## config.mk

```make
export PLATFORM = sky130hd
export DESIGN_NAME = ex_muldiv
export DESIGN_NICKNAME = d
export VERILOG_FILES = /design/src/rtl/ex_muldiv.sv
export SDC_FILE = /design/constraint.sdc
export NUM_CORES = 2
export LEC_CHECK = 0
export ABC_AREA = 1
export BUFFER_PORTS_ARGS = -buffer_cell sky130_fd_sc_hd__buf_2
export CAP_MARGIN = 20
export CORE_UTILIZATION = 55
export CTS_BUF_LIST = sky130_fd_sc_hd__clkbuf_4
export DETAILED_ROUTE_END_ITERATION = 10
export PLACE_DENSITY = 0.84
export SLEW_MARGIN = 20
export SYNTH_ARGS = -nofsm -noshare
export SYNTH_HDL_FRONTEND = slang
export SYNTH_SLANG_ARGS = --single-unit
```

## constraint.sdc

```tcl
create_clock -name clk -period 10.1 [get_ports clk]
set_input_delay 0.505 -clock clk [delete_from_list [all_inputs] [get_ports clk]]
set_output_delay 0.505 -clock clk [all_outputs]
set_load 0.05 [all_outputs]
```

## src/rtl/ex_muldiv.sv

```systemverilog
// Purpose: HI/LO multiply/divide unit (MULT/MULTU/DIV/DIVU, plus MADD/MSUB family when built with it).
// Latency: multiply 2 cycles from accept, divide DATA_W+1 cycles, divide-by-zero 1 cycle.
// Backpressure: one operation at a time; start_i is ignored while busy_o=1; annul_i aborts the operation in flight.
//
// Build option: define EX_MULDIV_MACC_EN to implement MADD/MADDU/MSUB/MSUBU
// and the {hi_i,lo_i} accumulator path. Without it, op codes 1xx are never accepted.
//
// Ports:
//   clk, rst              clock, asynchronous active-high reset
//   start_i, op_i         request and op code (000 MULT, 001 MULTU, 010 DIV, 011 DIVU,
//                         100 MADD, 101 MADDU, 110 MSUB, 111 MSUBU)
//   opa_i, opb_i          rs / rt operands
//   hi_i, lo_i            forwarded HI/LO, accumulator base only
//   annul_i               flush: aborts the operation in flight, blocks acceptance
//   busy_o                operation in flight (MUL or DIV state)
//   done_o, whilo_o       one-cycle result strobe and HI/LO write enable
//   hi_o, lo_o, dz_o      result (held until the next completion), divide-by-zero flag
module ex_muldiv #(
    parameter int DATA_W = 32
) (
    input  logic              clk,
    input  logic              rst,
    input  logic              start_i,
    input  logic [2:0]        op_i,
    input  logic [DATA_W-1:0] opa_i,
    input  logic [DATA_W-1:0] opb_i,
    input  logic [DATA_W-1:0] hi_i,
    input  logic [DATA_W-1:0] lo_i,
    input  logic              annul_i,
    output logic              busy_o,
    output logic              done_o,
    output logic              whilo_o,
    output logic [DATA_W-1:0] hi_o,
    output logic [DATA_W-1:0] lo_o,
    output logic              dz_o
);

    localparam int CNT_W = $clog2(DATA_W);
    localparam int PW    = 2 * DATA_W;

    typedef enum logic [1:0] {IDLE, MUL, DIV, DONE} state_t;

    state_t            state;
    // a_q holds the multiplicand, or the dividend magnitude that is shifted out
    // MSB-first while quotient bits shift in at the bottom.
    logic [DATA_W-1:0] a_q;
    logic [DATA_W-1:0] b_q;
    logic [DATA_W-1:0] rem_q;
    logic [CNT_W-1:0]  cnt_q;
    logic              uns_q;
    logic              qneg_q;
    logic              rneg_q;
`ifdef EX_MULDIV_MACC_EN
    logic              macc_q;
    logic              sub_q;
    logic [PW-1:0]     acc_q;
`endif

    // ---------------- accept decode ----------------
    logic              op_ok;
    logic              accept;
    logic              op_div;
    logic              sa;
    logic              sb;
    logic [DATA_W-1:0] a_mag;
    logic [DATA_W-1:0] b_mag;

`ifdef EX_MULDIV_MACC_EN
    assign op_ok = 1'b1;
`else
    assign op_ok = ~op_i[2];
    logic unused_acc_in;
    assign unused_acc_in = ^{hi_i, lo_i};
`endif

    assign accept = start_i & ~annul_i & op_ok & ((state == IDLE) || (state == DONE));
    assign op_div = ~op_i[2] & op_i[1];
    assign sa     = ~op_i[0] & opa_i[DATA_W-1];
    assign sb     = ~op_i[0] & opb_i[DATA_W-1];
    // Two's-complement negation of the most-negative value yields the same bit
    // pattern, which read as unsigned is the correct magnitude.
    assign a_mag  = sa ? (~opa_i + 1'b1) : opa_i;
    assign b_mag  = sb ? (~opb_i + 1'b1) : opb_i;

    // ---------------- multiplier ----------------
    // Extending both operands to 2*DATA_W bits makes one unsigned multiply give
    // the correct low 2*DATA_W product bits for both signed and unsigned ops.
    logic [PW-1:0] a_wide;
    logic [PW-1:0] b_wide;
    logic [PW-1:0] prod;
    logic [PW-1:0] mul_res;

    assign a_wide = {{DATA_W{~uns_q & a_q[DATA_W-1]}}, a_q};
    assign b_wide = {{DATA_W{~uns_q & b_q[DATA_W-1]}}, b_q};
    assign prod   = a_wide * b_wide;

`ifdef EX_MULDIV_MACC_EN
    assign mul_res = ~macc_q ? prod : (sub_q ? (acc_q - prod) : (acc_q + prod));
`else
    assign mul_res = prod;
`endif

    // ---------------- restoring divider step ----------------
    logic [DATA_W:0]   rem_sh;
    logic [DATA_W:0]   rem_diff;
    logic              ge;
    logic [DATA_W-1:0] rem_nx;
    logic [DATA_W-1:0] quot_nx;
    logic [DATA_W-1:0] quot_fix;
    logic [DATA_W-1:0] rem_fix;

    assign rem_sh   = {rem_q, a_q[DATA_W-1]};
    assign rem_diff = rem_sh - {1'b0, b_q};
    // rem_q < b_q always holds, so the top bit of the difference is a clean borrow.
    assign ge       = ~rem_diff[DATA_W];
    assign rem_nx   = ge ? rem_diff[DATA_W-1:0] : rem_sh[DATA_W-1:0];
    assign quot_nx  = {a_q[DATA_W-2:0], ge};
    assign quot_fix = qneg_q ? (~quot_nx + 1'b1) : quot_nx;
    assign rem_fix  = rneg_q ? (~rem_nx + 1'b1) : rem_nx;

    // ---------------- FSM with registered outputs ----------------
    always_ff @(posedge clk or posedge rst) begin
        if (rst) begin
            state   <= IDLE;
            a_q     <= '0;
            b_q     <= '0;
            rem_q   <= '0;
            cnt_q   <= '0;
            uns_q   <= 1'b0;
            qneg_q  <= 1'b0;
            rneg_q  <= 1'b0;
`ifdef EX_MULDIV_MACC_EN
            macc_q  <= 1'b0;
            sub_q   <= 1'b0;
            acc_q   <= '0;
`endif
            busy_o  <= 1'b0;
            done_o  <= 1'b0;
            whilo_o <= 1'b0;
            hi_o    <= '0;
            lo_o    <= '0;
            dz_o    <= 1'b0;
        end else begin
            done_o  <= 1'b0;
            whilo_o <= 1'b0;
            case (state)
                MUL: begin
                    busy_o <= 1'b0;
                    if (annul_i) begin
                        state <= IDLE;
                    end else begin
                        state   <= DONE;
                        done_o  <= 1'b1;
                        whilo_o <= 1'b1;
                        hi_o    <= mul_res[PW-1:DATA_W];
                        lo_o    <= mul_res[DATA_W-1:0];
                        dz_o    <= 1'b0;
                    end
                end
                DIV: begin
                    if (annul_i) begin
                        state  <= IDLE;
                        busy_o <= 1'b0;
                    end else begin
                        rem_q <= rem_nx;
                        a_q   <= quot_nx;
                        cnt_q <= cnt_q + 1'b1;
                        if (cnt_q == CNT_W'(DATA_W - 1)) begin
                            state   <= DONE;
                            busy_o  <= 1'b0;
                            done_o  <= 1'b1;
                            whilo_o <= 1'b1;
                            hi_o    <= rem_fix;
                            lo_o    <= quot_fix;
                            dz_o    <= 1'b0;
                        end
                    end
                end
                default: begin
                    // IDLE and DONE: DONE always lasts one cycle.
                    state  <= IDLE;
                    busy_o <= 1'b0;
                    if (accept) begin
                        uns_q <= op_i[0];
                        cnt_q <= '0;
                        rem_q <= '0;
`ifdef EX_MULDIV_MACC_EN
                        macc_q <= op_i[2];
                        sub_q  <= op_i[1];
                        acc_q  <= {hi_i, lo_i};
`endif
                        if (op_div) begin
                            if (opb_i == '0) begin
                                state   <= DONE;
                                done_o  <= 1'b1;
                                whilo_o <= 1'b1;
                                hi_o    <= opa_i;
                                lo_o    <= '1;
                                dz_o    <= 1'b1;
                            end else begin
                                state  <= DIV;
                                busy_o <= 1'b1;
                                a_q    <= a_mag;
                                b_q    <= b_mag;
                                qneg_q <= sa ^ sb;
                                rneg_q <= sa;
                            end
                        end else begin
                            state  <= MUL;
                            busy_o <= 1'b1;
                            a_q    <= opa_i;
                            b_q    <= opb_i;
                        end
                    end
                end
            endcase
        end
    end

endmodule

```

# [Word-level counts from Yosys, hierarchy flattened]
# Cells that the tools add are included.
[totals] ff_bits=173 latch_bits=0 ram_bits=0 romBits=0 n_memories=0
[op_classes] addsub=6 n_mul=1 div_mod_pow=0 n_lt_le_gt_ge=0 n_eq_ne=10 n_shift=0 muxes=58 bitwise_logic=21 n_reduce_logical=14
[op_table] operator="$mux 32" count=25
[op_table] operator="$pmux 32 s2" count=4
[op_table] operator="$add 32x1->32 const B" count=4
[op_table] operator="$not 32->32" count=4
[op_table] operator="$mul 33x33->64" count=1
[op_table] operator="$sub 33x32->33" count=1
[op_table] operator="$logic_not 32->1" count=1
[op_table] operator="$mux 1" count=17
[op_table] operator="$mux 2" count=5
[op_table] operator="$mux 5" count=2
[op_table] operator="$pmux 5 s2" count=1
[op_table] operator="$reduce_bool 3->1" count=3
[op_table] operator="$and 1x1->1" count=8
[op_table] operator="$ne 2x2->1 const B" count=4
[op_table] operator="$not 1->1" count=8
[op_table] operator="$reduce_and 4->1" count=2
[op_table] operator="$pmux 1 s2" count=3
[op_table] operator="$reduce_and 3->1" count=2
[op_table] operator="$reduce_and 6->1" count=1
[op_table] operator="$add 5x1->5 const B" count=1
[op_table] operator="$eq 5x5->1 const B" count=1
[op_table] operator="$eq 2x2->1 const B" count=2
[op_table] operator="$pmux 2 s2" count=1
[op_table] operator="$ne 3x2->1 const B" count=1
[op_table] operator="8 further kinds" count=8

# [Logic depth before layout (Yosys ltp)]
[depth] depth_word=8 mapped_depth=42 mapped_depth_nobuf=40

# [Worst setup path after synthesis]
# Ideal clock, no wire load.
[synth_path] path_type="register to register" start="register uns_q" end="register hi_o[31]" setup_ns=0.118 arrival_time_ns=7.533 required_ns=9.982 path_slack_ns=2.449 path_stages_with_launch=30 path_buffers=2 path_cell_list="dfrtp_1 clkbuf_1 clkbuf_1 nor2_1 fa_1 inv_1 fa_1 inv_1 fa_1 inv_1 fa_1 fa_1 inv_1 fa_1 inv_1 fa_1 fa_1 inv_1 ha_1 a21oi_1 nor3_1 a2111oi_0 o211ai_1 a21oi_1 xnor2_1 o21ai_0 inv_1 nand2_1 nand2_1 nand2_1"
[synth_via] elab_chain_len=5 elab_cells_between_ends=6 cone_classes="mul (1); mux (2); bitwise (3)"
[synth_lines] element="from (decl)" line_no="50" text="logic uns_q;"
[synth_lines] element="from (signal assigned)" line_no="184" text="uns_q <= op_i[0];"
[synth_lines] element="$not 1->1 (*)" line_no="93, 94"
[synth_lines] element="$and 1x1->1 (on tied branches)" line_no="93, 94"
[synth_lines] element="$mul 33x33->64 (*)" line_no="95" text="assign prod = a_wide * b_wide;"
[synth_lines] element="$mux 32 (*)" line_no="149" text="if (annul_i) begin"
[synth_lines] element="$pmux 32 s2 (*)" line_no="146" text="case (state)"
[synth_lines] element="to (signal assigned)" line_no="155" text="hi_o <= mul_res[PW-1:DATA_W];"
[synth_lines] element="to (signal assigned)" line_no="173" text="hi_o <= rem_fix;"
[synth_lines] element="to (signal assigned)" line_no="197" text="hi_o <= opa_i;"
[synth_lines] element="to (decl)" line_no="33" text="output logic [DATA_W-1:0] hi_o,"
# Mark *: on every way between the ends. The rest lies on a longest branch, timed or not. The select of a mux whose other input is x is not followed.
# A chain may end at the register's enable or synchronous reset.

# [Final worst setup path]
[layout_path] start="register a_q[31]" end="register hi_o[31]"
[layout_via] elab_chain_len=8 elab_cells_between_ends=11 cone_classes="add/sub (2); mul (1); mux (6); bitwise (2)"
[layout_lines] element="from (decl)" line_no="46" text="logic [DATA_W-1:0] a_q;"
[layout_lines] element="from (signal assigned)" line_no="166" text="a_q <= quot_nx;"
[layout_lines] element="from (signal assigned)" line_no="203" text="a_q <= a_mag;"
[layout_lines] element="from (signal assigned)" line_no="211" text="a_q <= opa_i;"
[layout_lines] element="$sub 33x32->33" line_no="113" text="assign rem_diff = rem_sh - {1'b0, b_q};"
[layout_lines] element="$mux 32" line_no="116" text="assign rem_nx = ge ? rem_diff[DATA_W-1:0] : rem_sh[DATA_W-1:0];"
[layout_lines] element="$not 32->32" line_no="119" text="assign rem_fix = rneg_q ? (~rem_nx + 1'b1) : rem_nx;"
[layout_lines] element="$add 32x1->32" line_no="119"
[layout_lines] element="$mux 32" line_no="119"
[layout_lines] element="$mux 32" line_no="168" text="if (cnt_q == CNT_W'(DATA_W - 1)) begin"
[layout_lines] element="$mux 32" line_no="161" text="if (annul_i) begin"
[layout_lines] element="$pmux 32 s2 (*)" line_no="146"
# Marks and branches as above.

==> flow_summary.yaml <==
setup_path:
  required_ps: 10760
  rr_startpoint: "a_q[31]"
  start_kind: "register"
  max_stage_delay_ps: 970
  crit_path_end_kind: "register"
  cp_slowest_cell: "fa_1"
  worst-setup-path-type: "reg2reg"
  cp_data_arrival_time_ps: 10510
  rr_endpoint: "hi_o[31]"
  startpoint: "a_q[31]"
  ff2ff_path_depth: 31
  r2r_slack_ps: 250
  cpMostUsedCell: "inv_1"
  worst-path-max-fanout: 13
clocking:
  path_clk_slew_ps: 170
  cts_resized: 0
  cts_htree_levels: 4
  numCtsBuffers: 17
  cts_tree: "done"
  root_buffer: "clkbuf_4"
  clk_latency_ps: 700
  clk_path_buf_depth: 2
  clock_sinks: 173
outcome:
  status: "finished, final reports clean"
placement:
  io_buffers: 138
  dp_hpwl_um: 137000
  post-place-ws_ps: 575
  gp_congestion: 1.02
  placed_cells_incl_taps: 8262
floorplan:
  die_h_um: 313
  die_area_sq_mm: 0.0979
  die_w_um: 313
  io_pins: 203
  start_util_pct: 55.7
  core_area_sq_mm: 0.0954
  rows: 113
logic_synthesis:
  yosysSeqAreaShare_pct: 8.14
  synth_xor_area_share_pct: 1.42
  synth_top_flop_cell: "dfrtp_1"
  yosysUniqueCellTypes: 60
  muxShareOfSynthArea_pct: 0.0188
  synth-edff-count: 0
  synth_top_family_by_area: "adder cells"
  synth_compound_area_share_pct: 6.27
  yosys_warnings: 0
  async_flop_share_pct: 100
  synth_area_sq_mm: 0.0532
  postSynthCellCount: 7073
  synth_area_per_cell_sq_um: 7.52
  synth_nets: 8587
  synth_seq_cells: 173
  synth_simple_gate_area_share_pct: 20.0
  synthAdderAreaFrac_pct: 48.3
sta:
  fin_crit_ps: 9850
  whs_ps: 87.8
  fmax_ghz: 0.102
  fin_crit_sh_pct: 97.5
  worstMarginPinSlew_ps: 1150
  fin_skew_ps: 28.5
  setup_viol: 0
  rsz0062_at_grt: "no"
  setup_ws_ps: 252
  hold_viol_final: 0
  setup-tns-final_ps: 0
  slew_viol_final: 0
  slew_headroom_pct: 23.3
hold_path:
  hold_depth: 3
  hp-start: "opa_i[5]"
  whs_endpoint: "hi_o[5]"
  hp-class: "in2reg"
route:
  drt-vias-per-instance: 5.57
  ant_nets: 0
  route.vias.total: 46200
  drc: 0
  first_pass_iters: 7
  drtIter0Drc: 4609
  totalWireLength_um: 164000
  wl_per_cell_um: 19.7
finish:
  fin_nets: 8532
  synthToLayoutAreaGrowth_pct: 4.33
  final_cells: 8300
  drive_gt1_share_pct: 5.55
global_route:
  antenna_found_initial: 3
  grt_max_degree: 71
  grt_pass1_wl_um: 262000
  grt_pass1_vias: 48900
  track_usage_pct: 34.5
  grt-ovfl-total: 0
job:
  maxCapViolCount: 0
-- worst max-delay path by stage --
stage | endpoint | slack (ps) | cells after the start
after floorplan | hi_o[31] | 2450 | 29
after global placement | hi_o[31] | 610 | 30
after detailed placement | hi_o[31] | 570 | 30
after CTS | hi_o[31] | 520 | 30
after global routing | hi_o[31] | 130 | 30
final | hi_o[31] | 250 | 31
-- state kept, by name, indices dropped and copies added (netlist names), 2 cells and up --
name   cells
hi_o      32
state      2
a_q       32
cnt_q      5
b_q       32
rem_q     32
lo_o      32
-- cells in the mapped netlist, types with 19 or more instances --
library cell  number  area, sq um
inv_1           1878         7050
nand2_1         1842         6910
fa_1            1126        22500
nor2_1           381         1430
clkbuf_1         271         1020
ha_1             253         3170
o21ai_0          220         1100
a21oi_1          200         1000
nand3_1          200         1000
dfrtp_1          173         4330
buf_1             60          225
xor2_1            52          455
nand4_1           40          250
a31oi_1           38          238
o22ai_1           38          238
nor3_1            35          175
xnor2_1           34          298
nand2_2           29          181
o21bai_1          21          158
o211ai_1          20          150
nand3b_1          19          143
-- area by class of cell --
type	instances	area (sq um)
multi-input combinational	4670	40400
timing repair buffer	269	1750
inverter	1887	7090
sequential	173	4340
clock buffer	18	135
antenna	4	10.0
fill	8454	40000
tap	1265	1580
clock inverter	14	156
-- critical path, delay by kind of cell, from the launching register on --
family	cells	cell delay (ps)
AOI/OAI and AO/OA	4	1580
xor gates and xnor gates	1	110
adders and majority gates	9	5040
buffers and inverters	10	1470
DFF	1	730
and+or+nand+nor	7	860
-- timing repair --
action,4_1_cts,5_1_grt
endpoints found under the hold margin,55,0
hold buffers,1,0
buffers inserted,0,0
-- per-layer routing --
metal	wire, um	share of wire, %	track usage, %
met1	60800	37	43.3
met2	77000	47	56.1
met3	14500	8.9	5.97
met4	11200	6.9	20.5
met5	0	0	0
-- placed cells by master (no fill, tap or decap), drive strengths merged, types with 3 or more instances in the layout --
cell type / instances
diode: 4
xnor2: 34
and2: 4
xor2: 52
nand4: 40
o31ai: 4
buf: 268
nor3: 36
a211oi: 3
inv: 1886
dfrtp: 173
nor4: 14
o211ai: 20
a31oi: 38
a21o: 10
nand3b: 19
o21a: 6
nor2: 398
a22oi: 4
o21bai: 21
nand3: 204
or2: 15
fa: 1126
ha: 253
nand2: 1879
clkinv: 11
clkbuf: 18
a21oi: 202
o22ai: 38
o21ai: 222
o221ai: 6
-- logic make-up (layout without fill, tap and decap cells) --
family | after synthesis | in the layout
and+or+nand+nor | 2612 | 2612
buffers and inverters | 2230 | 2188
adders and majority gates | 1379 | 1379
AOI/OAI and AO/OA | 592 | 592
DFF | 173 | 173
xor gates and xnor gates | 86 | 86
muxes | 1 | 1
other | 0 | 4
-- stage by stage --
stage / area (sq um) / util (%)
after floorplan: 53200 / -
after global placement: 55100 / 57.8
after detailed placement: 55100 / 57.8
after CTS: 55400 / 58.1
after global routing: 55500 / 58.1
final: 55500 / 58.1
Power is left out: the tool's default activity adds up to more than one toggle a clock period on the data nets, which glitch-free logic cannot reach.
